## src/rtl/hack_kbd_pkg.sv

```systemverilog
// hack_kbd_pkg: receiver states, PS/2 prefix bytes and Hack key codes
package hack_kbd_pkg;

    typedef enum logic [1:0] {RX_IDLE, RX_DATA, RX_PARITY, RX_STOP} rx_state_t;

    localparam logic [7:0] SC_EXT   = 8'hE0;
    localparam logic [7:0] SC_BRK   = 8'hF0;
    localparam logic [7:0] SC_PAUSE = 8'hE1;

    // Bytes following E1 that belong to the pause sequence and are swallowed
    localparam logic [2:0] PAUSE_TAIL = 3'd7;

    localparam logic [15:0] KEY_NONE      = 16'd0;
    localparam logic [15:0] KEY_SPACE     = 16'd32;
    localparam logic [15:0] KEY_ENTER     = 16'd128;
    localparam logic [15:0] KEY_BACKSPACE = 16'd129;
    localparam logic [15:0] KEY_LEFT      = 16'd130;
    localparam logic [15:0] KEY_UP        = 16'd131;
    localparam logic [15:0] KEY_RIGHT     = 16'd132;
    localparam logic [15:0] KEY_DOWN      = 16'd133;
    localparam logic [15:0] KEY_HOME      = 16'd134;
    localparam logic [15:0] KEY_END       = 16'd135;
    localparam logic [15:0] KEY_PGUP      = 16'd136;
    localparam logic [15:0] KEY_PGDN      = 16'd137;
    localparam logic [15:0] KEY_INSERT    = 16'd138;
    localparam logic [15:0] KEY_DELETE    = 16'd139;
    localparam logic [15:0] KEY_ESC       = 16'd140;
    localparam logic [15:0] KEY_F1        = 16'd141;
    localparam logic [15:0] KEY_F2        = 16'd142;
    localparam logic [15:0] KEY_F3        = 16'd143;
    localparam logic [15:0] KEY_F4        = 16'd144;
    localparam logic [15:0] KEY_F5        = 16'd145;
    localparam logic [15:0] KEY_F6        = 16'd146;
    localparam logic [15:0] KEY_F7        = 16'd147;
    localparam logic [15:0] KEY_F8        = 16'd148;
    localparam logic [15:0] KEY_F9        = 16'd149;
    localparam logic [15:0] KEY_F10       = 16'd150;
    localparam logic [15:0] KEY_F11       = 16'd151;
    localparam logic [15:0] KEY_F12       = 16'd152;

endpackage

```

## src/rtl/hack_keyboard_ps2_rx.sv

```systemverilog
// ps2_rx: PS/2 frame receiver with synchronizer, edge detect, parity check and timeout
module ps2_rx
    import hack_kbd_pkg::*;
#(
    parameter int TIMEOUT_CYCLES = 5040
) (
    input  logic       clk,
    input  logic       reset,
    input  logic       ps2_clk,
    input  logic       ps2_data,
    output logic [7:0] rx_byte,
    output logic       rx_valid,
    output logic       rx_err
);
    localparam int TW = $clog2(TIMEOUT_CYCLES + 1);

    logic [1:0]    clk_sync, data_sync;
    logic          sync_prev, sync_cur, bit_in, fall, timeout;
    rx_state_t     state, state_next;
    logic [2:0]    bit_cnt;
    logic [7:0]    shift;
    logic          parity, valid_next, err_next;
    logic [TW-1:0] idle_cnt;

    assign sync_cur = clk_sync[1];
    assign bit_in   = data_sync[1];
    assign fall     = sync_prev & ~sync_cur;
    assign timeout  = (state != RX_IDLE) & ~fall & (idle_cnt == TW'(TIMEOUT_CYCLES - 1));

    always_ff @(posedge clk) begin
        if (reset)
            state <= RX_IDLE;
        else
            state <= state_next;
    end

    always_comb begin
        state_next = state;
        valid_next = 1'b0;
        err_next   = 1'b0;
        if (timeout) begin
            state_next = RX_IDLE;
            err_next   = 1'b1;
        end else if (fall) begin
            case (state)
                RX_IDLE: begin
                    state_next = bit_in ? RX_IDLE : RX_DATA;
                    err_next   = bit_in;
                end
                RX_DATA:   state_next = (bit_cnt == 3'd7) ? RX_PARITY : RX_DATA;
                RX_PARITY: state_next = RX_STOP;
                RX_STOP: begin
                    state_next = RX_IDLE;
                    valid_next = bit_in & (^{shift, parity});
                    err_next   = ~(bit_in & (^{shift, parity}));
                end
                default:   state_next = RX_IDLE;
            endcase
        end
    end

    always_ff @(posedge clk) begin
        if (reset) begin
            clk_sync  <= 2'b11;
            data_sync <= 2'b11;
            sync_prev <= 1'b1;
            bit_cnt   <= '0;
            shift     <= '0;
            parity    <= 1'b0;
            idle_cnt  <= '0;
            rx_byte   <= '0;
            rx_valid  <= 1'b0;
            rx_err    <= 1'b0;
        end else begin
            clk_sync  <= {clk_sync[0], ps2_clk};
            data_sync <= {data_sync[0], ps2_data};
            sync_prev <= sync_cur;
            rx_valid  <= valid_next;
            rx_err    <= err_next;
            idle_cnt  <= (state == RX_IDLE || fall || timeout) ? '0 : idle_cnt + 1'b1;
            if (fall && state == RX_IDLE)
                bit_cnt <= '0;
            if (fall && state == RX_DATA) begin
                shift   <= {bit_in, shift[7:1]};
                bit_cnt <= bit_cnt + 3'd1;
            end
            if (fall && state == RX_PARITY)
                parity <= bit_in;
            if (valid_next)
                rx_byte <= shift;
        end
    end
endmodule

```

## src/rtl/hack_keyboard.sv

```systemverilog
// hack_keyboard: PS/2 scan set 2 decoder producing the Hack keyboard register
module hack_keyboard
    import hack_kbd_pkg::*;
#(
    parameter int TIMEOUT_CYCLES = 5040
) (
    input  logic        clk,
    input  logic        reset,
    input  logic        ps2_clk,
    input  logic        ps2_data,
    output logic [15:0] key_code,
    output logic        code_valid,
    output logic        frame_err
);
    logic [7:0]  rx_byte;
    logic        ext, brk;
    logic [2:0]  pause_cnt;
    logic [15:0] hack;

    ps2_rx #(.TIMEOUT_CYCLES(TIMEOUT_CYCLES)) u_rx (
        .clk      (clk),
        .reset    (reset),
        .ps2_clk  (ps2_clk),
        .ps2_data (ps2_data),
        .rx_byte  (rx_byte),
        .rx_valid (code_valid),
        .rx_err   (frame_err)
    );

    // Extended codes live in the upper half of the 9-bit selector
    always_comb begin
        hack = KEY_NONE;
        case ({ext, rx_byte})
            9'h01C: hack = 16'd65;
            9'h032: hack = 16'd66;
            9'h021: hack = 16'd67;
            9'h023: hack = 16'd68;
            9'h024: hack = 16'd69;
            9'h02B: hack = 16'd70;
            9'h034: hack = 16'd71;
            9'h033: hack = 16'd72;
            9'h043: hack = 16'd73;
            9'h03B: hack = 16'd74;
            9'h042: hack = 16'd75;
            9'h04B: hack = 16'd76;
            9'h03A: hack = 16'd77;
            9'h031: hack = 16'd78;
            9'h044: hack = 16'd79;
            9'h04D: hack = 16'd80;
            9'h015: hack = 16'd81;
            9'h02D: hack = 16'd82;
            9'h01B: hack = 16'd83;
            9'h02C: hack = 16'd84;
            9'h03C: hack = 16'd85;
            9'h02A: hack = 16'd86;
            9'h01D: hack = 16'd87;
            9'h022: hack = 16'd88;
            9'h035: hack = 16'd89;
            9'h01A: hack = 16'd90;
            9'h045: hack = 16'd48;
            9'h016: hack = 16'd49;
            9'h01E: hack = 16'd50;
            9'h026: hack = 16'd51;
            9'h025: hack = 16'd52;
            9'h02E: hack = 16'd53;
            9'h036: hack = 16'd54;
            9'h03D: hack = 16'd55;
            9'h03E: hack = 16'd56;
            9'h046: hack = 16'd57;
            9'h029: hack = KEY_SPACE;
            9'h05A: hack = KEY_ENTER;
            9'h066: hack = KEY_BACKSPACE;
            9'h076: hack = KEY_ESC;
            9'h005: hack = KEY_F1;
            9'h006: hack = KEY_F2;
            9'h004: hack = KEY_F3;
            9'h00C: hack = KEY_F4;
            9'h003: hack = KEY_F5;
            9'h00B: hack = KEY_F6;
            9'h083: hack = KEY_F7;
            9'h00A: hack = KEY_F8;
            9'h001: hack = KEY_F9;
            9'h009: hack = KEY_F10;
            9'h078: hack = KEY_F11;
            9'h007: hack = KEY_F12;
            9'h16B: hack = KEY_LEFT;
            9'h175: hack = KEY_UP;
            9'h174: hack = KEY_RIGHT;
            9'h172: hack = KEY_DOWN;
            9'h16C: hack = KEY_HOME;
            9'h169: hack = KEY_END;
            9'h17D: hack = KEY_PGUP;
            9'h17A: hack = KEY_PGDN;
            9'h170: hack = KEY_INSERT;
            9'h171: hack = KEY_DELETE;
            default: hack = KEY_NONE;
        endcase
    end

    always_ff @(posedge clk) begin
        if (reset) begin
            key_code  <= KEY_NONE;
            ext       <= 1'b0;
            brk       <= 1'b0;
            pause_cnt <= '0;
        end else if (code_valid) begin
            if (pause_cnt != 3'd0)
                pause_cnt <= pause_cnt - 3'd1;
            else if (rx_byte == SC_PAUSE) begin
                pause_cnt <= PAUSE_TAIL;
                ext       <= 1'b0;
                brk       <= 1'b0;
            end else if (rx_byte == SC_EXT)
                ext <= 1'b1;
            else if (rx_byte == SC_BRK)
                brk <= 1'b1;
            else begin
                ext <= 1'b0;
                brk <= 1'b0;
                if (hack != KEY_NONE)
                    key_code <= brk ? ((hack == key_code) ? KEY_NONE : key_code) : hack;
            end
        end
    end
endmodule

```

## config.mk

```make
export PLATFORM = sky130hd
export DESIGN_NAME = hack_keyboard
export DESIGN_NICKNAME = d
export VERILOG_FILES = /design/src/rtl/hack_kbd_pkg.sv /design/src/rtl/hack_keyboard_ps2_rx.sv /design/src/rtl/hack_keyboard.sv
export SDC_FILE = /design/constraint.sdc
export NUM_CORES = 1
export LEC_CHECK = 0
export BUFFER_PORTS_ARGS = -buffer_cell sky130_fd_sc_hd__buf_2
export CAP_MARGIN = 30
export CELL_PAD_IN_SITES_DETAIL_PLACEMENT = 1
export CELL_PAD_IN_SITES_GLOBAL_PLACEMENT = 1
export CORE_ASPECT_RATIO = 1.1
export CORE_MARGIN = 2
export CORE_UTILIZATION = 50
export CTS_CLUSTER_DIAMETER = 200
export CTS_CLUSTER_SIZE = 25
export DETAILED_ROUTE_END_ITERATION = 8
export GPL_ROUTABILITY_DRIVEN = 0
export PLACE_DENSITY_LB_ADDON = 0.15
export RECOVER_POWER = 50
export SLEW_MARGIN = 30
export SYNTH_ARGS = -nofsm -noshare
export SYNTH_HDL_FRONTEND = slang
export SYNTH_SLANG_ARGS = --single-unit
```

## constraint.sdc

```tcl
create_clock -name clk -period 5.9 [get_ports clk]
set_input_delay 0.295 -clock clk [delete_from_list [all_inputs] [get_ports clk]]
set_output_delay 0.295 -clock clk [all_outputs]
set_load 0.01 [all_outputs]
```

==> results of run 1 <==
-- path summary, 6_finish.rpt --
path                                   to  slack, ns  depth (start not counted)
max              key_code[2]$_SDFFE_PP0P_       1.68                          8
min           u_rx.clk_sync[0]$_SDFF_PP1_       0.17                          2
max reg2reg      key_code[2]$_SDFFE_PP0P_       1.68                          8
min reg2reg  u_rx.data_sync[1]$_SDFF_PP1_       0.42                          1
-- metrics by stage --
stage	worst slack [ns]	power (uW)	cells
after floorplan	3.31	397	535
after global placement	2.51	396	610
after detailed placement	2.34	397	610
after CTS	2.33	642	617
after global routing	1.33	657	617
final	1.68	635	617
-- layout by cell type (no fill, tap or decap), types with 10 or more instances in the layout --
cell / synthesis / layout
a21oi_1: 26 / 26
clkbuf_1: 12 / 12
dfxtp_1: 55 / 51
inv_1: 13 / 13
nand2_1: 54 / 54
nand2b_1: 10 / 10
nand3_1: 15 / 15
nand4_1: 11 / 11
nor2_1: 50 / 50
nor2b_1: 15 / 15
o31ai_1: 10 / 10
xnor2_1: 14 / 14
-- power by group --
group	internal (uW)	total (uW)	switching [uW]
Combinational	3.15	14.2	11.1
Clock	124	247	123
Sequential	373	374	0.994
Total	500	635	135
-- cells by family (layout without fill, tap and decap cells) --
family / after synthesis / count (layout) / synth area share
AND/OR/NAND/NOR: 250 / 250 / 0.346
adder cells (fa/ha/maj): 9 / 9 / 0.0273
multiplexers: 9 / 9 / 0.0218
flip-flops: 55 / 55 / 0.267
other: 1 / 8 / 0.000908
XOR/XNOR: 22 / 22 / 0.0467
buffers and inverters: 64 / 38 / 0.0803
AO/OA/AOI/OAI: 118 / 118 / 0.210
-- area by class of cell --
class | instances | area (sq um) | share of cell area
Timing Repair Buffer | 17 | 77.6 | 0.0185
Multi-Input combinational cell | 416 | 2720 | 0.648
Inverter | 14 | 52.6 | 0.0125
Tap cell | 108 | 135 | 0.0322
Sequential cell | 55 | 1110 | 0.263
Clock buffer | 5 | 68.8 | 0.0164
Clock inverter | 2 | 37.5 | 0.00893
-- registers in the layout, indices dropped and copies added, names as in the netlist, 2 cells and up, named ones only --
name / count
pause_cnt: 3
u_rx.idle_cnt: 13
u_rx.clk_sync: 2
u_rx.bit_cnt: 3
key_code: 8
u_rx.rx_byte: 8
u_rx.data_sync: 2
u_rx.shift: 8
-- cell usage after synthesis, types with 3 or more instances --
master,count
buf_2,19
buf_4,12
nor2_1,50
nor2b_1,15
clkbuf_1,12
a32o_1,3
and3b_1,5
a41oi_1,3
and2_1,5
or4_1,5
dfxtp_1,55
nor4bb_1,7
xor2_1,8
o2111ai_1,5
or3_1,8
buf_1,4
o21ai_0,9
o211ai_1,7
nand3_1,15
nand2_1,54
a22oi_1,4
nand4_1,11
xnor2_1,14
a211oi_1,3
nor4b_1,4
ha_1,9
a31oi_1,9
nand2b_1,10
and3_1,8
inv_1,13
a311oi_1,3
mux2i_1,9
nor3_1,8
or4b_1,3
nand3b_1,4
nor3b_1,7
nor4_1,5
a32oi_1,7
buf_6,3
or2_2,8
a21oi_1,26
nand4b_1,6
o31ai_1,10
-- per-layer routing --
layer / vias up / part of all wire / global-route usage
met1: 1942 / 0.43 / 0.345
met4: 0 / 0.035 / 0.109
met2: 104 / 0.50 / 0.465
li1: 1887 / - / -
met5: - / 0 / 0
met3: 31 / 0.037 / 0.0311
==> impl_metrics.yaml, run 1 <==
global_routing:
  antenna_found_initial: 0
  grt_pass1_wl_um: 20100
  grt_util_all_layers: 0.270
  grt_max_degree: 44
  grt-ovfl-total: 0
  grt_pass1_vias: 3919
sta:
  min_period_ns: 4.22
  min_period_over_period: 0.716
  setup-violations-final: 0
  finalHoldViolCount: 0
  tightest_slew_ns: 1.78
  fmax_mhz: 237
  setup_tns_ns: 0
  rsz0062_at_grt: "false"
  slew_viol_final: 87
  fin_worst_skew_ns: 0.00899
  slew-limit-headroom: -0.184
  holdWs_ns: 0.166
clocking:
  clk_latency_ns: 0.31
  root_buffer: "clkbuf_8"
  post-cts-setup-buffers: 0
  cts_made_buffers: 5
  postCtsHoldBufs: 0
  cts_buffer_depth: 2
  clk_pin_slew_ns: 0.10
  cts.sinks: 55
  cts_tree: "yes"
  cts.repair.resized: 0
  cts_max_level: 2
floorplan:
  coreArea_sq_um: 7960
  dieWidth_um: 90.7
  row_count: 34
  dieArea_sq_um: 9000
  io-pin-count: 22
  fp.dieH_um: 99.3
  start_util: 0.519
routing:
  ant_nets: 0
  drtPass1Iterations: 5
  drt_iter0_drc: 289
  via_count: 3964
  drc: 0
  viasPerCell: 6.42
  wl_per_cell_um: 19.1
  wl_um: 11800
finish:
  synthToLayoutAreaGrowth_pct: 1.73
  nFillCells: 1048
  design_area_sq_um: 4200
  nets: 522
  fin_util: 0.528
  n_antenna_cell: 0
  drive_above_1_share: 0.0688
critical_path:
  cp_data_required_time_ns: 6.03
  max_stage_delay_ns: 1.22
  worst-setup-path-type: "flip-flop to flip-flop"
  r2r-start: "u_rx.rx_byte[2]$_SDFFE_PP0P_"
  crit_family: "simple AND/OR/NAND/NOR gates"
  start_kind: "flip-flop"
  path_max_fanout: 42
  arrival_ns: 4.35
  cp.buffers_inverters: 1
  critPathLaunch: "u_rx.rx_byte[2]$_SDFFE_PP0P_"
  critPathSlowestCell: "clkbuf_1"
  path_cells: "clkbuf_1 > nor2_1 > a311o_2 > or4_4 > nor3_2 > o221ai_2 > nor4_4 > o31ai_1"
  end_kind: "flip-flop"
synthesis:
  synthFlopType: "dfxtp_1"
  synth.largest_area_cell: "dfxtp_1"
  avgSynthCellArea_sq_um: 7.82
  synth_warnings: 0
  synth.distinct_cells: 76
  synth.cell_area_sq_um: 4130
  ys_seq_elements: 55
  synth_edf_count: 0
  synth-async-reset-ratio: 0
  synth.area.top_cells: "dfxtp_1, nand2_1, nor2_1, a21oi_1, xnor2_1"
  ys_seq_area_frac: 0.267
  synth.top_cell.area_share: 0.267
  synth_cells: 528
place:
  placed_area_sq_um: 4110
  hpwl_um: 8480
  numPortBuffers: 13
power_and_ir_drop:
  ir_worst_vdd_uv: 154
  powerDensity_nw_per_um2: 151
  power.leakage_uw: 0.00139
hold_path:
  min_path_type: "input port to flip-flop"
  hold_start: "ps2_clk"
flow_run:
  drv_cap: 2
outcome:
  violations: "capacitance limit, slew limit"
  status: "finished with violations"
Power figures use the tool's default switching activity.
==> run 2: changes to the inputs <==
--- a/config.mk
+++ b/config.mk
@@ -11,7 +11,7 @@
 export CELL_PAD_IN_SITES_GLOBAL_PLACEMENT = 1
 export CORE_ASPECT_RATIO = 1.1
 export CORE_MARGIN = 2
-export CORE_UTILIZATION = 50
+export CORE_UTILIZATION = 42
 export CTS_CLUSTER_DIAMETER = 200
 export CTS_CLUSTER_SIZE = 25
 export DETAILED_ROUTE_END_ITERATION = 8
==> constraint.sdc (replaced) <==
create_clock -name clk -period 3.5 [get_ports clk]
set_input_delay 0.175 -clock clk [delete_from_list [all_inputs] [get_ports clk]]
set_output_delay 0.175 -clock clk [all_outputs]
set_load 0.01 [all_outputs]
==> run 2 against run 1 <==
Against the previous run: the flow now finishes without violations; routed wire length increased by 4.6%; sequential share of layout area decreased by 1.1 points; combinational power increased by 75%; register-to-register slack got worse by 1.4 ns; via count increased by 2.5%; sequential power increased by 68%; cell area increased by 3.8%; clock power increased by 66%; setup slack got worse by 1.4 ns; critical path type unchanged; largest cell class unchanged; largest power group unchanged.
==> impl_metrics.yaml, run 2 (synthesis gave the netlist of run 1 again) <==
finish:
  n_antenna_cell: 0
  mostFrequentLayoutCell: "dfxtp_1"
  nets: 540
  largest_register: "u_rx.idle_cnt"
  largest_register_ffs: 13
  synthToLayoutAreaGrowth_pct: 5.57
  multi_input_area_sq_um: 2720
  mostFrequentLayoutCells: "dfxtp_1, nand2_1, nor2_1"
  nFillCells: 1220
  drive_above_1_share: 0.0968
  final-seq-area_sq_um: 1100
  fin_util: 0.462
critical_path:
  path_cells: "or4b_1 > a2111oi_0 > o21ba_2 > and3_1 > xor2_1 > o221ai_2 > nor4_4 > o31ai_1"
  cp.buffers_inverters: 0
  reg2regPathDepth: 8
  cp_data_required_time_ns: 3.67
  crit_family: "simple AND/OR/NAND/NOR gates"
  start_kind: "flip-flop"
  max_stage_delay_ns: 0.59
  worst-setup-path-type: "flip-flop to flip-flop"
  path_max_fanout: 12
  r2r_end: "key_code[1]$_SDFFE_PP0P_"
  critPathSlowestCell: "a2111oi_0"
  r2r-start: "u_rx.rx_byte[1]$_SDFFE_PP0P_"
  rrSetupSlack_ns: 0.24
  end_kind: "flip-flop"
  arrival_ns: 3.43
sta:
  rsz0062_at_grt: "false"
  fin_ws_ns: 0.245
  fin_worst_skew_ns: 0.00898
  min_period_over_period: 0.930
  tightest_slew_ns: 0.896
  min_period_ns: 3.26
  finalHoldViolCount: 0
  setup-violations-final: 0
  slew-limit-headroom: 0.400
  fmax_mhz: 307
  slew_viol_final: 0
  setup_tns_ns: 0
power_and_ir_drop:
  power_uw: 1070
  ir_worst_vdd_uv: 198
  power.leakage_uw: 0.00149
  powerDensity_nw_per_um2: 244
place:
  place_ws_ns: 0.323
  numPortBuffers: 13
  hpwl_um: 9300
outcome:
  status: "finished clean"
floorplan:
  fp.dieH_um: 108
  row_count: 37
  coreArea_sq_um: 9440
  dieArea_sq_um: 10600
  io-pin-count: 22
  start_util: 0.437
  dieWidth_um: 98.6
clocking:
  cts_buffer_depth: 2
  root_buffer: "clkbuf_8"
  postCtsHoldBufs: 0
  cts_tree: "yes"
  clk_latency_ns: 0.30
  clk_pin_slew_ns: 0.10
  cts_max_level: 2
  cts.repair.resized: 0
  post-cts-setup-buffers: 0
  cts_made_buffers: 5
  cts.sinks: 55
routing:
  wl_met3_um: 563
  wl_um: 12300
  wl_per_cell_um: 19.2
  drtPass1Iterations: 5
  drt_iter0_drc: 234
  viasPerCell: 6.31
  ant_nets: 0
  drc: 0
  via_count: 4062
  dr.max_layer_used: "met4"
  wl_met1_um: 5280
  wl_met2_um: 6120
hold_path:
  hold_start: "ps2_clk"
  min_to: "u_rx.clk_sync[0]$_SDFF_PP1_"
  hold_depth: 2
  min_path_type: "input port to flip-flop"
global_routing:
  grt_pass1_wl_um: 20300
  grt_max_degree: 44
  grt_pass1_vias: 3982
  antenna_found_initial: 0
  grt_util_all_layers: 0.235
  grt-ovfl-total: 0
flow_run:
  drv_cap: 0
run 2: power breakdown:
group	leakage [uW]	internal, uW	switching (uW)
logic	0.000998	6.04	18.8
registers	0.000444	628	1.54
clock network	0.0000502	209	201
total	0.00149	844	222
run 2: how the worst max path moves through the flow:
stage                                            start                       end  slack [ns]  cells after the start
final                     u_rx.rx_byte[1]$_SDFFE_PP0P_  key_code[1]$_SDFFE_PP0P_        0.24                      8
after global routing      u_rx.rx_byte[1]$_SDFFE_PP0P_  key_code[6]$_SDFFE_PP0P_        0.07                      8
after CTS                 u_rx.rx_byte[1]$_SDFFE_PP0P_  key_code[1]$_SDFFE_PP0P_        0.32                      8
after detailed placement  u_rx.rx_byte[1]$_SDFFE_PP0P_  key_code[1]$_SDFFE_PP0P_        0.32                      8
after global placement    u_rx.rx_byte[1]$_SDFFE_PP0P_  key_code[4]$_SDFFE_PP0P_        0.38                      8
after floorplan                       ext$_SDFFE_PP0P_  key_code[0]$_SDFFE_PP0P_        0.91                      9
run 2: area by class of cell:
cell class / count / area share
Clock buffer: 5 / 0.0158
Clock inverter: 2 / 0.00861
Inverter: 14 / 0.0121
Multi-Input combinational cell: 416 / 0.625
Sequential cell: 55 / 0.253
Tap cell: 117 / 0.0336
Timing Repair Buffer: 35 / 0.0528
run 2: metal layers:
metal / up-vias / global-route usage
met2: 127 / 0.411
met1: 1978 / 0.290
met3: 28 / 0.0271
li1: 1929 / -
met5: - / 0
met4: 0 / 0.107
run 2: stage by stage:
stage               hold slack, ns  cells  cell area (sq um)
global route                0.0457    644               4360
detailed placement           0.363    637               4270
CTS                         0.0381    644               4370
floorplan                    0.279    535               4160
finish                      0.0505    644               4360
global placement             0.361    637               4270
